$ cat config.mk
export PLATFORM = sky130hd
export DESIGN_NAME = hazard_ctrl
export DESIGN_NICKNAME = d
export VERILOG_FILES = /design/src/rtl/hazard_ctrl.sv
export SDC_FILE = /design/constraint.sdc
export NUM_CORES = 1
export LEC_CHECK = 0
export CORE_ASPECT_RATIO = 1.5
export CORE_MARGIN = 4
export CORE_UTILIZATION = 46
export DETAILED_ROUTE_END_ITERATION = 12
export PLACE_DENSITY_LB_ADDON = 0.15
export SLEW_MARGIN = 20
export SYNTH_ARGS = -nofsm -noshare
export SYNTH_HDL_FRONTEND = slang
export SYNTH_SLANG_ARGS = --single-unit
$ cat constraint.sdc
create_clock -name clk -period 2.9 [get_ports clk]
set_input_delay 0.725 -clock clk [delete_from_list [all_inputs] [get_ports clk]]
set_output_delay 0.725 -clock clk [all_outputs]
set_load 0.05 [all_outputs]
$ cat src/rtl/hazard_ctrl.sv
// Hazard scheduler for the 5-stage miniRV pipeline: forwarding selects, load-use stall, redirect flushes.
// Decisions are combinational off a 3-entry destination shadow; ext_stall freezes the shadow and counters.
module hazard_ctrl #(
    parameter int RA_W  = 5,
    parameter int CNT_W = 32
) (
    input  logic             clk,
    input  logic             rst_n,
    input  logic [RA_W-1:0]  id_rs1,
    input  logic [RA_W-1:0]  id_rs2,
    input  logic             id_re1,
    input  logic             id_re2,
    input  logic [RA_W-1:0]  id_rd,
    input  logic             id_rf_we,
    input  logic             id_is_load,
    input  logic             id_valid,
    input  logic             ex_redirect,
    input  logic             ext_stall,
    output logic             pc_hold,
    output logic             if_id_hold,
    output logic             if_id_flush,
    output logic             id_ex_flush,
    output logic [1:0]       fwd1_sel,
    output logic [1:0]       fwd2_sel,
    output logic [CNT_W-1:0] stall_cnt,
    output logic [CNT_W-1:0] flush_cnt
);

    // The load flag only matters while the producer sits in EX, so MEM/WB carry {we, rd} only.
    logic              r_ex_we;
    logic [RA_W-1:0]   r_ex_rd;
    logic              r_ex_ld;
    logic              r_mem_we;
    logic [RA_W-1:0]   r_mem_rd;
    logic              r_wb_we;
    logic [RA_W-1:0]   r_wb_rd;
    logic [CNT_W-1:0]  r_stall_cnt;
    logic [CNT_W-1:0]  r_flush_cnt;

    logic              w_ex_w;
    logic              w_mem_w;
    logic              w_wb_w;
    logic              w_use1;
    logic              w_use2;
    logic              w_lu;
    logic              w_id_ex_flush;
    logic [1:0]        w_fwd1;
    logic [1:0]        w_fwd2;

    assign w_ex_w  = r_ex_we  & (r_ex_rd  != '0);
    assign w_mem_w = r_mem_we & (r_mem_rd != '0);
    assign w_wb_w  = r_wb_we  & (r_wb_rd  != '0);

    assign w_use1 = id_re1 & (id_rs1 != '0);
    assign w_use2 = id_re2 & (id_rs2 != '0);

    assign w_lu = r_ex_ld & w_ex_w &
                  ((w_use1 & (id_rs1 == r_ex_rd)) | (w_use2 & (id_rs2 == r_ex_rd)));

    assign w_id_ex_flush = ex_redirect | w_lu;

    function automatic logic [1:0] pick_src(
        input logic            used,
        input logic [RA_W-1:0] rs,
        input logic            ex_w,
        input logic [RA_W-1:0] ex_rd,
        input logic            mem_w,
        input logic [RA_W-1:0] mem_rd,
        input logic            wb_w,
        input logic [RA_W-1:0] wb_rd
    );
        logic [1:0] sel;
        sel = 2'b00;
        if (used) begin
            if (ex_w && ex_rd == rs)
                sel = 2'b01;
            else if (mem_w && mem_rd == rs)
                sel = 2'b10;
            else if (wb_w && wb_rd == rs)
                sel = 2'b11;
        end
        return sel;
    endfunction

    assign w_fwd1 = pick_src(w_use1, id_rs1, w_ex_w, r_ex_rd, w_mem_w, r_mem_rd, w_wb_w, r_wb_rd);
    assign w_fwd2 = pick_src(w_use2, id_rs2, w_ex_w, r_ex_rd, w_mem_w, r_mem_rd, w_wb_w, r_wb_rd);

    // Outputs drop to zero the moment reset asserts, even in the middle of a freeze.
    always_comb begin
        pc_hold     = 1'b0;
        if_id_hold  = 1'b0;
        if_id_flush = 1'b0;
        id_ex_flush = 1'b0;
        fwd1_sel    = 2'b00;
        fwd2_sel    = 2'b00;
        if (!rst_n) begin
            pc_hold = 1'b0;
        end else if (ext_stall) begin
            pc_hold    = 1'b1;
            if_id_hold = 1'b1;
        end else begin
            pc_hold     = w_lu & ~ex_redirect;
            if_id_hold  = w_lu & ~ex_redirect;
            if_id_flush = ex_redirect;
            id_ex_flush = w_id_ex_flush;
            fwd1_sel    = w_fwd1;
            fwd2_sel    = w_fwd2;
        end
    end

    always_ff @(posedge clk or negedge rst_n) begin
        if (!rst_n) begin
            r_ex_we     <= 1'b0;
            r_ex_rd     <= '0;
            r_ex_ld     <= 1'b0;
            r_mem_we    <= 1'b0;
            r_mem_rd    <= '0;
            r_wb_we     <= 1'b0;
            r_wb_rd     <= '0;
            r_stall_cnt <= '0;
            r_flush_cnt <= '0;
        end else if (!ext_stall) begin
            r_wb_we  <= r_mem_we;
            r_wb_rd  <= r_mem_rd;
            r_mem_we <= r_ex_we;
            r_mem_rd <= r_ex_rd;
            if (w_id_ex_flush) begin
                r_ex_we <= 1'b0;
                r_ex_rd <= '0;
                r_ex_ld <= 1'b0;
            end else begin
                r_ex_we <= id_rf_we & id_valid;
                r_ex_rd <= id_rd;
                r_ex_ld <= id_is_load;
            end
            // A stall that coincides with a redirect is squashed, so it is not a real stall cycle.
            if (w_lu && !ex_redirect)
                r_stall_cnt <= r_stall_cnt + 1'b1;
            if (ex_redirect)
                r_flush_cnt <= r_flush_cnt + 1'b1;
        end
    end

    assign stall_cnt = r_stall_cnt;
    assign flush_cnt = r_flush_cnt;

endmodule

==> results.sh <==
export IMPL_worst_setup_path_type="input port to output pin"
export IMPL_setup_viol_count_final=5
export IMPL_slew_viol_final=0
export IMPL_rows=43
export IMPL_synth_top_area_cell="dfrtp_1"
export IMPL_initial_core_util_pct=47.0
export IMPL_ctsLongestPathBuffers=2
export IMPL_cts_sinks=83
export IMPL_grt_pass1_vias=3850
export IMPL_nets=578
export IMPL_grt_antenna_before_repair=0
export IMPL_routabilityCongestion=0.866
export IMPL_rsz0062_at_grt="yes"
export IMPL_fmax_mhz=331
export IMPL_netlist_area_mm2=0.00433
export IMPL_portBuffers=95
export IMPL_intPower_mw=2.27
export IMPL_routed_wl_um=11700
export IMPL_antenna_left=0
export IMPL_firstDrtPassIters=4
export IMPL_drc=0
export IMPL_viasPerCell=5.58
export IMPL_dp_hpwl_um=8380
export IMPL_period_minus_slack_ps=3020
export IMPL_cts_root_buffer="clkbuf_16"
export IMPL_status="complete, but fails checks"
export IMPL_cts_buffers=9
export IMPL_required_ps=2170
export IMPL_syn_mean_instance_area_um2=10.7
export IMPL_clk_latency_ps=340
export IMPL_cts_hold_buffers=0
export IMPL_crit_path_end_kind="output pin"
export IMPL_slew_limit_headroom_pct=60.8
export IMPL_crit_arrival_ps=2300
export IMPL_combPwrFrac_pct=20.0
export IMPL_synth_area_top_cells="dfrtp_1, xnor2_1, xor2_1"
export IMPL_holdWs_ps=472
export IMPL_dr_first_iter_drc_count=197
export IMPL_seqPwrFrac_pct=41.6
export IMPL_hold_path_class="flop to flop"
export IMPL_wl_per_cell_um=17.4
export IMPL_syn_inst=403
export IMPL_tightest_slew_ps=587
export IMPL_yosysSeqAreaShare_pct=48.0
export IMPL_period_share_pct=104
export IMPL_power_density_mw_per_mm2=495
export IMPL_core_area_mm2=0.00920
export IMPL_pwr_share_clk_pct=38.4
export IMPL_drive_gt1_share_pct=25.9
export IMPL_synth_top_area_share_pct=48.0
export IMPL_vias=3733
export IMPL_critPathLaunchType="input port"
export IMPL_grt_usage_pct=21.8
export IMPL_switching_share_pct=28.7
export IMPL_power_mw=3.18
export IMPL_cts_tree="yes"
export IMPL_io_pins=96
export IMPL_drv_cap=0
export IMPL_synth_fp_nets=429
export IMPL_grt_overflow_total=0
export IMPL_synth_seq_cells=83
export IMPL_area_growth_pct=48.8
export IMPL_grt_max_degree=48
export IMPL_fp_dieH_um=127
export IMPL_dpl_cell_count=636
export IMPL_layoutNonFillerInstCount=669
export IMPL_floorplan_die_area_mm2=0.0111
export IMPL_die_x_um=87.2
export IMPL_diodes=0
export IMPL_yosysWarnings=0
export IMPL_clock_skew_ps=7.46
export IMPL_peakVddDrop_mv=0.379
export IMPL_clkSlewWorstSetupHoldPaths_ps=60
export IMPL_synthDistinctLibCells=38
export IMPL_setup_ws_ps=-122
export IMPL_h_tree_depth=3
export IMPL_crit_fanout=3
export IMPL_finalHoldViolCount=0
export IMPL_violations="negative setup slack"
export IMPL_switching_power_uw=912
export IMPL_p_leak_nw=2.70
export IMPL_grt_pass1_wl_um=18900
==> through the flow <==
stage | util [%] | setup WS [ps] | cell area (µm²) | setup TNS, ps
2_1_floorplan | - | -140 | 4430 | -284
3_3_place_gp | 63.2 | -447 | 5810 | -2930
3_5_place_dp | 63.2 | -508 | 5810 | -3590
4_1_cts | 68.2 | -135 | 6270 | -467
5_1_grt | 70.0 | -171 | 6440 | -741
6_report | 70.0 | -122 | 6440 | -446
==> logic make-up after synthesis <==
kind of cell,after synthesis,share of synthesized area (%)
AND/OR/NAND/NOR,143,18.4
XOR/XNOR,92,18.6
flip-flops,83,48.0
AO/OA/AOI/OAI,51,9.08
buffers and inverters,18,1.71
multiplexers,14,3.64
adder cells (fa/ha/maj),2,0.578
==> final timing paths <==
| path | startpoint | endpoint | slack, ps | cells past startpoint |
|---|---|---|---|---|
| setup / recovery | id_rs2[1] | pc_hold | -120 | 9 |
| hold / removal | stall_cnt[31] | stall_cnt[31] | 470 | 1 |
| setup reg to reg | r_ex_rd[1] | stall_cnt[20] | 620 | 9 |
| hold reg to reg | stall_cnt[31] | stall_cnt[31] | 470 | 1 |
| max in group asynchronous | rst_n | flush_cnt[1] | 1450 | 3 |
| min in group asynchronous | rst_n | r_wb_rd[4] | 480 | 2 |
==> layer usage <==
layer	share of wire (%)	wire length [µm]	vias up	track usage, %
li1	-	-	1763	-
met1	38	4470	1831	24.7
met2	53	6200	104	37.3
met3	5.0	580	35	5.52
met4	3.5	413	0	10.8
met5	0	0	-	0
==> placed cells by master (no fill, tap or decap), types with 3 or more instances in the layout <==
master	n
or4_1	3
or3_1	4
nand4_1	9
dfrtp_2	4
dfrtp_1	79
or4_4	5
buf_2	5
a32o_1	6
and4_1	6
o211ai_1	12
mux2_2	14
nor2_1	24
o21ai_4	3
o21a_1	3
and3_1	14
nor3_2	4
o2111ai_1	17
inv_1	4
nand3_1	15
xnor2_2	8
nand2_1	25
buf_4	51
nor4_1	4
o21ai_0	5
buf_6	8
xor2_1	22
clkbuf_16	10
clkdlybuf4s50_1	76
nor3_1	10
buf_12	8
xnor2_1	62
==> layout make-up <==
type / count / area, µm²
clock inverters: 6 / 87.6
fillers: 705 / 2760
clock buffers: 10 / 229
well taps: 112 / 140
repair buffers: 152 / 1470
inverters: 4 / 15.0
multi-input cells: 302 / 2410
flip-flops and latches: 83 / 2080
==> state kept, by name, indices dropped and copies added, names as in the netlist <==
name / cells
flush_cnt: 32
r_mem_rd: 5
r_mem_we: 1
r_ex_rd: 5
r_ex_we: 1
r_wb_we: 1
r_ex_ld: 1
stall_cnt: 32
r_wb_rd: 5
==> power by group through the flow <==
stage,sequential (mW),clock (mW),combinational [mW]
2_1_floorplan,1.45,0,0.199
3_3_place_gp,1.34,0,0.548
3_5_place_dp,1.34,0,0.559
4_1_cts,1.32,1.25,0.598
5_1_grt,1.34,1.29,0.679
6_report,1.32,1.22,0.637
==> worst max-delay path, stage by stage <==
cell     delay (ps)
buf_8           100
buf_6           110
xnor2_2         110
nand4_1         200
nor4b_4         440
buf_4           180
o21a_1          120
o21a_4          160
buf_12          140
==> repair_timing <==
action                                  4_1_cts  5_1_grt
endpoints found under the setup margin        7        8
pin swaps                                    27       19
endpoints found under the hold margin         0        0
gates resized for setup                      65       23
setup buffers                                 9        8
==> cell usage after synthesis, drive strengths merged <==
master,instances
and3,14
nand3,15
mux2,14
xnor2,70
nor4b,2
o2111ai,17
or4b,1
nor2,26
nor4,8
o21a,4
nand2b,2
inv,4
a22o,1
and2,2
nor3,15
and3b,2
nand4,9
o211ai,12
nor2b,2
a32o,6
or2,1
xor2,22
or3,4
a21oi,3
dfrtp,83
clkbuf,11
and4,6
and4b,1
buf,3
ha,2
or4,8
nand2,25
o21ai,8
Power figures use the tool's default switching activity.
